<file path="src/rtl/gpnae_job_scheduler.sv">
// Round-robin job scheduler sharing one gpnae engine between NUM_REQ requesters:
// streams the granted job into the engine FIFO, waits for done (with timeout) and returns a tagged result.
module gpnae_job_scheduler #(
    parameter int NUM_REQ        = 4,
    parameter int DATA_WIDTH     = 32,
    parameter int ADDR_LINES     = 5,
    parameter int CONTROL_WIDTH  = 2,
    parameter int TIMEOUT_CYCLES = 1024
) (
    input  logic                               clk_i,
    input  logic                               rst_i,
    input  logic [NUM_REQ-1:0]                 req_valid_i,
    output logic [NUM_REQ-1:0]                 req_ready_o,
    input  logic [NUM_REQ*DATA_WIDTH-1:0]      req_data_i,
    input  logic [NUM_REQ-1:0]                 req_last_i,
    input  logic [NUM_REQ*CONTROL_WIDTH-1:0]   req_ctrl_i,
    input  logic [NUM_REQ*ADDR_LINES-1:0]      req_terms_i,
    output logic [DATA_WIDTH-1:0]              eng_signal_o,
    output logic                               eng_wr_en_o,
    output logic                               eng_last_o,
    output logic [ADDR_LINES-1:0]              eng_terms_o,
    output logic [CONTROL_WIDTH-1:0]           eng_control_word_o,
    input  logic                               eng_full_i,
    input  logic [DATA_WIDTH-1:0]              eng_result_i,
    input  logic                               eng_done_i,
    output logic                               eng_flush_o,
    output logic                               rsp_valid_o,
    input  logic                               rsp_ready_i,
    output logic [$clog2(NUM_REQ)-1:0]         rsp_id_o,
    output logic [DATA_WIDTH-1:0]              rsp_result_o,
    output logic                               rsp_err_o,
    output logic                               busy_o
);
    localparam int ID_W = $clog2(NUM_REQ);
    localparam int TW   = $clog2(TIMEOUT_CYCLES) + 1;

    typedef enum logic [2:0] {S_IDLE, S_STREAM, S_DRAIN, S_WAIT_DONE, S_RESPOND} state_e;

    state_e                   state_q;
    logic [ID_W-1:0]          ptr_q, gnt_q, gnt_d;
    logic [CONTROL_WIDTH-1:0] ctrl_q, gnt_ctrl;
    logic [ADDR_LINES-1:0]    terms_q, gnt_terms, beat_q;
    logic [TW-1:0]            tmo_q;
    logic [DATA_WIDTH-1:0]    rsp_result_q, sel_data;
    logic                     rsp_err_q, flush_q, found, sel_valid, sel_last, xfer, last_beat;
    int unsigned              scan;

    assign sel_valid = req_valid_i[gnt_q];
    assign sel_last  = req_last_i[gnt_q];
    assign sel_data  = req_data_i[gnt_q*DATA_WIDTH +: DATA_WIDTH];
    assign gnt_ctrl  = req_ctrl_i[gnt_d*CONTROL_WIDTH +: CONTROL_WIDTH];
    assign gnt_terms = req_terms_i[gnt_d*ADDR_LINES +: ADDR_LINES];
    // A full FIFO address range forces the last beat and truncates the job.
    assign last_beat = sel_last | (&beat_q);

    // First valid requester at or after the pointer, scanning upward with wrap.
    always_comb begin
        gnt_d = ptr_q;
        found = 1'b0;
        scan  = 0;
        for (int unsigned i = 0; i < NUM_REQ; i++) begin
            scan = (32'(ptr_q) + i) % 32'(NUM_REQ);
            if (!found && req_valid_i[scan[ID_W-1:0]]) begin
                found = 1'b1;
                gnt_d = scan[ID_W-1:0];
            end
        end
    end

    always_comb begin
        req_ready_o = '0;
        xfer        = 1'b0;
        if (state_q == S_STREAM) begin
            req_ready_o[gnt_q] = ~eng_full_i;
            xfer               = sel_valid & ~eng_full_i;
        end else if (state_q == S_DRAIN) begin
            req_ready_o[gnt_q] = 1'b1;
            xfer               = sel_valid;
        end
    end

    assign eng_wr_en_o        = (state_q == S_STREAM) & xfer;
    assign eng_last_o         = eng_wr_en_o & last_beat;
    assign eng_signal_o       = (state_q == S_STREAM) ? sel_data : '0;
    assign eng_terms_o        = (state_q != S_IDLE) ? terms_q : '0;
    assign eng_control_word_o = (state_q != S_IDLE) ? ctrl_q : '0;
    assign eng_flush_o        = flush_q;
    assign rsp_valid_o        = (state_q == S_RESPOND);
    assign rsp_id_o           = rsp_valid_o ? gnt_q : '0;
    assign rsp_result_o       = rsp_valid_o ? rsp_result_q : '0;
    assign rsp_err_o          = rsp_valid_o & rsp_err_q;
    assign busy_o             = (state_q != S_IDLE);

    always_ff @(posedge clk_i) begin
        if (rst_i) begin
            state_q      <= S_IDLE;
            ptr_q        <= '0;
            gnt_q        <= '0;
            ctrl_q       <= '0;
            terms_q      <= '0;
            beat_q       <= '0;
            tmo_q        <= '0;
            rsp_result_q <= '0;
            rsp_err_q    <= 1'b0;
            flush_q      <= 1'b0;
        end else begin
            flush_q <= 1'b0;
            case (state_q)
                S_IDLE: begin
                    if (found) begin
                        gnt_q   <= gnt_d;
                        ctrl_q  <= gnt_ctrl;
                        terms_q <= gnt_terms;
                        state_q <= (gnt_ctrl != '0) ? S_STREAM : S_DRAIN;
                    end
                end
                S_STREAM: begin
                    if (xfer) begin
                        beat_q <= beat_q + 1'b1;
                        if (last_beat) state_q <= S_WAIT_DONE;
                    end
                end
                S_DRAIN: begin
                    if (xfer) begin
                        beat_q <= beat_q + 1'b1;
                        if (last_beat) begin
                            rsp_result_q <= '0;
                            rsp_err_q    <= 1'b1;
                            state_q      <= S_RESPOND;
                        end
                    end
                end
                S_WAIT_DONE: begin
                    tmo_q <= tmo_q + 1'b1;
                    if (eng_done_i) begin
                        rsp_result_q <= eng_result_i;
                        rsp_err_q    <= 1'b0;
                        state_q      <= S_RESPOND;
                    end else if (tmo_q == TW'(TIMEOUT_CYCLES - 1)) begin
                        rsp_result_q <= '0;
                        rsp_err_q    <= 1'b1;
                        flush_q      <= 1'b1;
                        state_q      <= S_RESPOND;
                    end
                end
                S_RESPOND: begin
                    if (rsp_ready_i) begin
                        ptr_q   <= (gnt_q == ID_W'(NUM_REQ - 1)) ? '0 : gnt_q + 1'b1;
                        beat_q  <= '0;
                        tmo_q   <= '0;
                        state_q <= S_IDLE;
                    end
                end
                default: state_q <= S_IDLE;
            endcase
        end
    end
endmodule

</file>
<file path="config.mk">
export PLATFORM = sky130hd
export DESIGN_NAME = gpnae_job_scheduler
export DESIGN_NICKNAME = d
export VERILOG_FILES = /design/src/rtl/gpnae_job_scheduler.sv
export SDC_FILE = /design/constraint.sdc
export NUM_CORES = 1
export LEC_CHECK = 0
export BUFFER_PORTS_ARGS = -buffer_cell sky130_fd_sc_hd__buf_4
export CAP_MARGIN = 20
export CORE_AREA = 2 2 110 112
export DETAILED_ROUTE_END_ITERATION = 16
export DIE_AREA = 0 0 112 114
export GPL_TIMING_DRIVEN = 1
export HOLD_SLACK_MARGIN = 0.06
export PLACE_DENSITY_LB_ADDON = 0.1
export SYNTH_ARGS = -nofsm -noshare
export SYNTH_HDL_FRONTEND = slang
export SYNTH_SLANG_ARGS = --single-unit
</file>
<file path="constraint.sdc">
create_clock -name clk_i -period 3.3 [get_ports clk_i]
set_input_delay 0.33 -clock clk_i [delete_from_list [all_inputs] [get_ports clk_i]]
set_output_delay 0.33 -clock clk_i [all_outputs]
set_load 0.005 [all_outputs]
</file>
# --- After elaboration in Yosys (flattened, before gate mapping) ---
# Index checks and enable logic that the tools add are counted.
# W data, S select, Z words.
word_totals:
  elab_cells: 127
  output_inout_bits: 83
  reg_bits: 64
op_classes:
  n_mul: 1
  order_cmp: 6
  shift: 3
  n_addsub: 6
  reduce_logical: 22
  n_mux: 57
  eq_ne: 14
  bitwise_logic: 8
op_table:
  columns: ["cell", "n"]
  rows:
  - ["$mux W32", 6]
  - ["$shiftx A128 B8 Y32", 1]
  - ["$pmux W32 S2", 1]
  - ["$mux W3", 8]
  - ["$pmux W11 S2", 1]
  - ["$shiftx A20 B6 Y5", 1]
  - ["$mux W1", 18]
  - ["$lt A2 B3 Y1 const B", 5]
  - ["$mux W5", 3]
  - ["$pmux W3 S5", 1]
  - ["$mux W2", 7]
  - ["$bmux W1 S2", 6]
  - ["$add A11 B1 Y11 const B", 1]
  - ["$eq A11 B10 Y1 const B", 1]
  - ["$mux W11", 1]
  - ["$ne A2 B2 Y1 const B", 5]
  - ["$pmux W5 S2", 1]
  - ["$mux W4", 2]
  - ["$reduce_bool A2 Y1", 4]
  - ["$shiftx A8 B4 Y2", 1]
  - ["$reduce_and A7 Y1", 1]
  - ["$eq A3 B2 Y1 const B", 2]
  - ["$reduce_and A2 Y1", 3]
  - ["$add A5 B1 Y5 const B", 1]
  - ["other kinds (24)", 36]

# --- Logic depth before layout (Yosys ltp) ---
depth:
  ltp_word: 17
  mapped_depth: 9

# --- Worst setup path before layout ---
# Ideal clock, no wire load.
synth_path:
  kind: "reg2out"
  startpoint: "reg gnt_q[0]"
  endpoint: "out eng_signal_o[25]"
  stages_incl_launch_ff: 5
  slack_ns: 1.221
  t_arrival_ns: 1.749
  t_required_ns: 2.970
  path_cell_list: "dfxtp_1 -> buf_4 -> buf_1 -> mux4_2 -> and3_1"
synth_between:
  elab_chain_len: 2
synth_lines:
  columns: ["element", "line_no", "rtl"]
  rows:
  - ["start: declaration", "40", "logic [ID_W-1:0] ptr_q, gnt_q, gnt_d;"]
  - ["start signal: assignment", "111", "gnt_q <= gnt_d;"]
  - ["$shiftx A128 B8 Y32", "50", "assign sel_data = req_data_i[gnt_q*DATA_WIDTH +: DATA_WIDTH];"]
  - ["$mux W32", "84", "assign eng_signal_o = (state_q == S_STREAM) ? sel_data : '0;"]
  - ["end: declaration", "18", "output logic [DATA_WIDTH-1:0] eng_signal_o,"]
# No other way between the ends.

# --- Worst setup path after layout ---
layout_path:
  startpoint: "reg gnt_q[0]"
  endpoint: "out eng_signal_o[27]"
# Same word-level chain as after synthesis.

==> metrics.txt <==
critical-path maximum fanout=21; Adder-Cell Fraction of Synth Area=2.02%; final setup vio count=0; Final Cell Area=6860 sq um; R2R setup slack=1120 ps; post-DR vias/cell=5.31; drt pass-1 iters=4; Die X=112 microns; min-delay worst type=in2reg; DP Area=6490 sq um; total grt overflow=0; EDFF count, synth=0; nature of the critical path endpoint=primary output; Synth area leaders=dfxtp_1 (30%), mux4_2 (18%), and2_1 (7.1%); Tmin final=2390 ps; Worst path max stage delay=540 ps; die area=12800 sq um; CTS root buf=clkbuf_16; post-synth cell types=54; Synth Area in XOR/XNOR=2.02%; Synth Warn #=0; post-detail-place hpwl=12.0 mm; worst slew pin tran=870 ps; Hold Vio Cnt, Final=0; arrival time at the worst endpoint=2060 ps; syn nets=672; initial antenna violation count=1; hold_buf cts=0; R2R cell count=6; worst-case clock skew=6.01 ps; CTS tree=done; layout cells sized above 1=49.9%; core area=11700 sq um; most frequent cells in the layout=buf_4 (291), dfxtp_1 (62), nor2_1 (51), and2_1 (49), and3_1 (35); Leakage Power=3.17 nW; Cells after Synth=464; Net Sw Frac=30.8%; Routed Wire Length=15.7 mm; Critical Path, Cell by Cell=buf_4, mux4_2, and3_1, buf_4; Fillers=1056; Setup TNS Final=0 ps; pwr dens=491 nW/um^2; RSZ-0062 raised after global routing=no; Pint=0.00233 W; Register Area=1280 sq um; number of I/O pins=284; Clk Latency, worst-skew pair=330 ps; I/O Buffers=283; most used cell, CP=buf_4; Net Sw Power=0.00104 W; outcome=completed; Yosys top cell area share=29.6%; Reg clk slew, reported paths=60 ps; R2R Path Start=gnt_q[0]$_SDFFE_PP0P_; largest area contributor in the netlist=dfxtp_1; Final Max Tran Viols=0; Max VDD drop=285 uV; Synth async-reset ratio=0%; Starting Density=37.0%; CP Launch Type=flop; Layout Nets=933; r2r endpoint=state_q[1]$_SDFFE_PP0P_; GP Congestion=0.892; Syn-to-layout area delta=58.5%; Fmax achieved=418 MHz; slew margin rel.=42.0%; Crit path required time=2970 ps; sequential share of the synthesized area=29.6%; largest family of logic cells by synthesized area=simple AND/OR/NAND/NOR gates; Num CTS Buffers=9; Util after Layout=58.6%; DR vias=4664; most common cell after layout, fill and taps aside=buf_4; fin crit share=72.6%; CTS H-tree depth=3; maximum clock insertion buffer count=2; critical path launch point=gnt_q[0]$_SDFFE_PP0P_; Main synth FF type=dfxtp_1; Slowest cell on crit path=mux4_2; Total GRT Usage=24.0%; initial DRC count=355; largest net degree at the start of global routing=63; Die Y=114 microns; Logic pwr share=39.3%; post-DR wirelength/cell=17.8 microns; # Post-CTS Setup Buffers=0; first-pass GRT wire length=24.2 mm; Compound-Gate Fraction of Synth Area=12.3%; Critical Path Sink=eng_signal_o[27]; share of total power in the clock network=33.3%; post_cts resized=0; area of the multi-input gates=2820 sq um; post-synthesis register bit count=64; Synth Cell Area=4330 sq um; WS Path Type=reg2out; row cnt=40; ANT nets after route=0; Max-Cap Viols=0; Remaining DRCs=0; Reg power frac=27.4%; CTS sink count=64; number of global-route vias before repair=4643; Simple-Gate Fraction of Synth Area=27.0%; Syn Area/Cell=9.33 sq um; portion of netlist area occupied by mux cells=21.6%
==> cell type report <==
type | count | area share (%)
Multi-Input combinational cell | 353 | 41.1
Timing Repair Buffer | 292 | 32.0
Sequential cell | 64 | 18.7
Clock buffer | 10 | 3.48
Tap cell | 147 | 2.68
Clock inverter | 6 | 1.68
Inverter | 5 | 0.273
Antenna cell | 1 | 0.0365
==> registers in the layout, indices dropped and copies added, names as in the netlist <==
register and flops:
beat_q 5, ctrl_q 2, eng_flush_o 1, gnt_q 2, ptr_q 2, rsp_err_q 1, rsp_result_q 32, state_q 3
terms_q 5, tmo_q 11
==> worst min path at each step <==
stage / from / end / slack, ps / depth (start not counted)
after detailed placement: ctrl_q[1]$_SDFFE_PP0P_ / ctrl_q[1]$_SDFFE_PP0P_ / 440 / 2
after global placement: ctrl_q[1]$_SDFFE_PP0P_ / ctrl_q[1]$_SDFFE_PP0P_ / 440 / 2
after global routing: eng_done_i / eng_flush_o$_SDFF_PP0_ / 210 / 2
after floorplan: eng_done_i / eng_flush_o$_SDFF_PP0_ / 410 / 1
final: eng_done_i / eng_flush_o$_SDFF_PP0_ / 200 / 2
after CTS: eng_done_i / eng_flush_o$_SDFF_PP0_ / 190 / 2
==> cell usage after synthesis, drive strengths merged (6+ instances only) <==
cell / number
dfxtp: 64
clkbuf: 28
mux4: 34
o21ai: 9
nand2: 19
mux2: 6
and2: 49
a22oi: 33
ha: 7
nand3b: 6
nor2: 53
nand3: 17
xor2: 9
buf: 11
nand2b: 6
and3: 35
mux2i: 10
a21oi: 14
==> through the flow <==
stage	setup slack [ps]	cells	hold WS [ps]	power (W)
finish	905	878	202	0.00337
CTS	605	876	193	0.00338
detailed placement	963	860	442	0.00226
floorplan	1220	464	409	0.00168
global route	797	878	206	0.00355
global placement	1100	860	438	0.00223
==> routing by layer <==
metal | track usage, % | wire length, microns
met2 | 42.0 | 7920
met4 | 8.37 | 368
met5 | 0 | 0
met1 | 29.1 | 6220
met3 | 5.42 | 1150
==> kinds of logic (layout without fill, tap and decap cells) <==
kind of cell,after synthesis,after routing
simple gates,213,213
compound gates,73,73
flops,64,64
mux,50,50
buf+inv,47,313
xor+xnor,10,10
fa+ha+maj,7,7
other cells,0,1
==> worst max-delay path, delay by kind of cell, from the launching register on <==
kind	cells	cell delay (ps)
muxes	1	540
buffers and inverters	2	530
DFF	1	450
and+or+nand+nor	1	210
==> power by group through the flow <==
stage          Combinational (W)  Clock (W)  Sequential [W]
2_1_floorplan           0.000788          0        0.000897
3_3_place_gp             0.00130          0        0.000933
3_5_place_dp             0.00132          0        0.000937
4_1_cts                  0.00133    0.00113        0.000921
5_1_grt                  0.00145    0.00117        0.000937
6_report                 0.00133    0.00112        0.000923
Power figures use the tool's default switching activity.
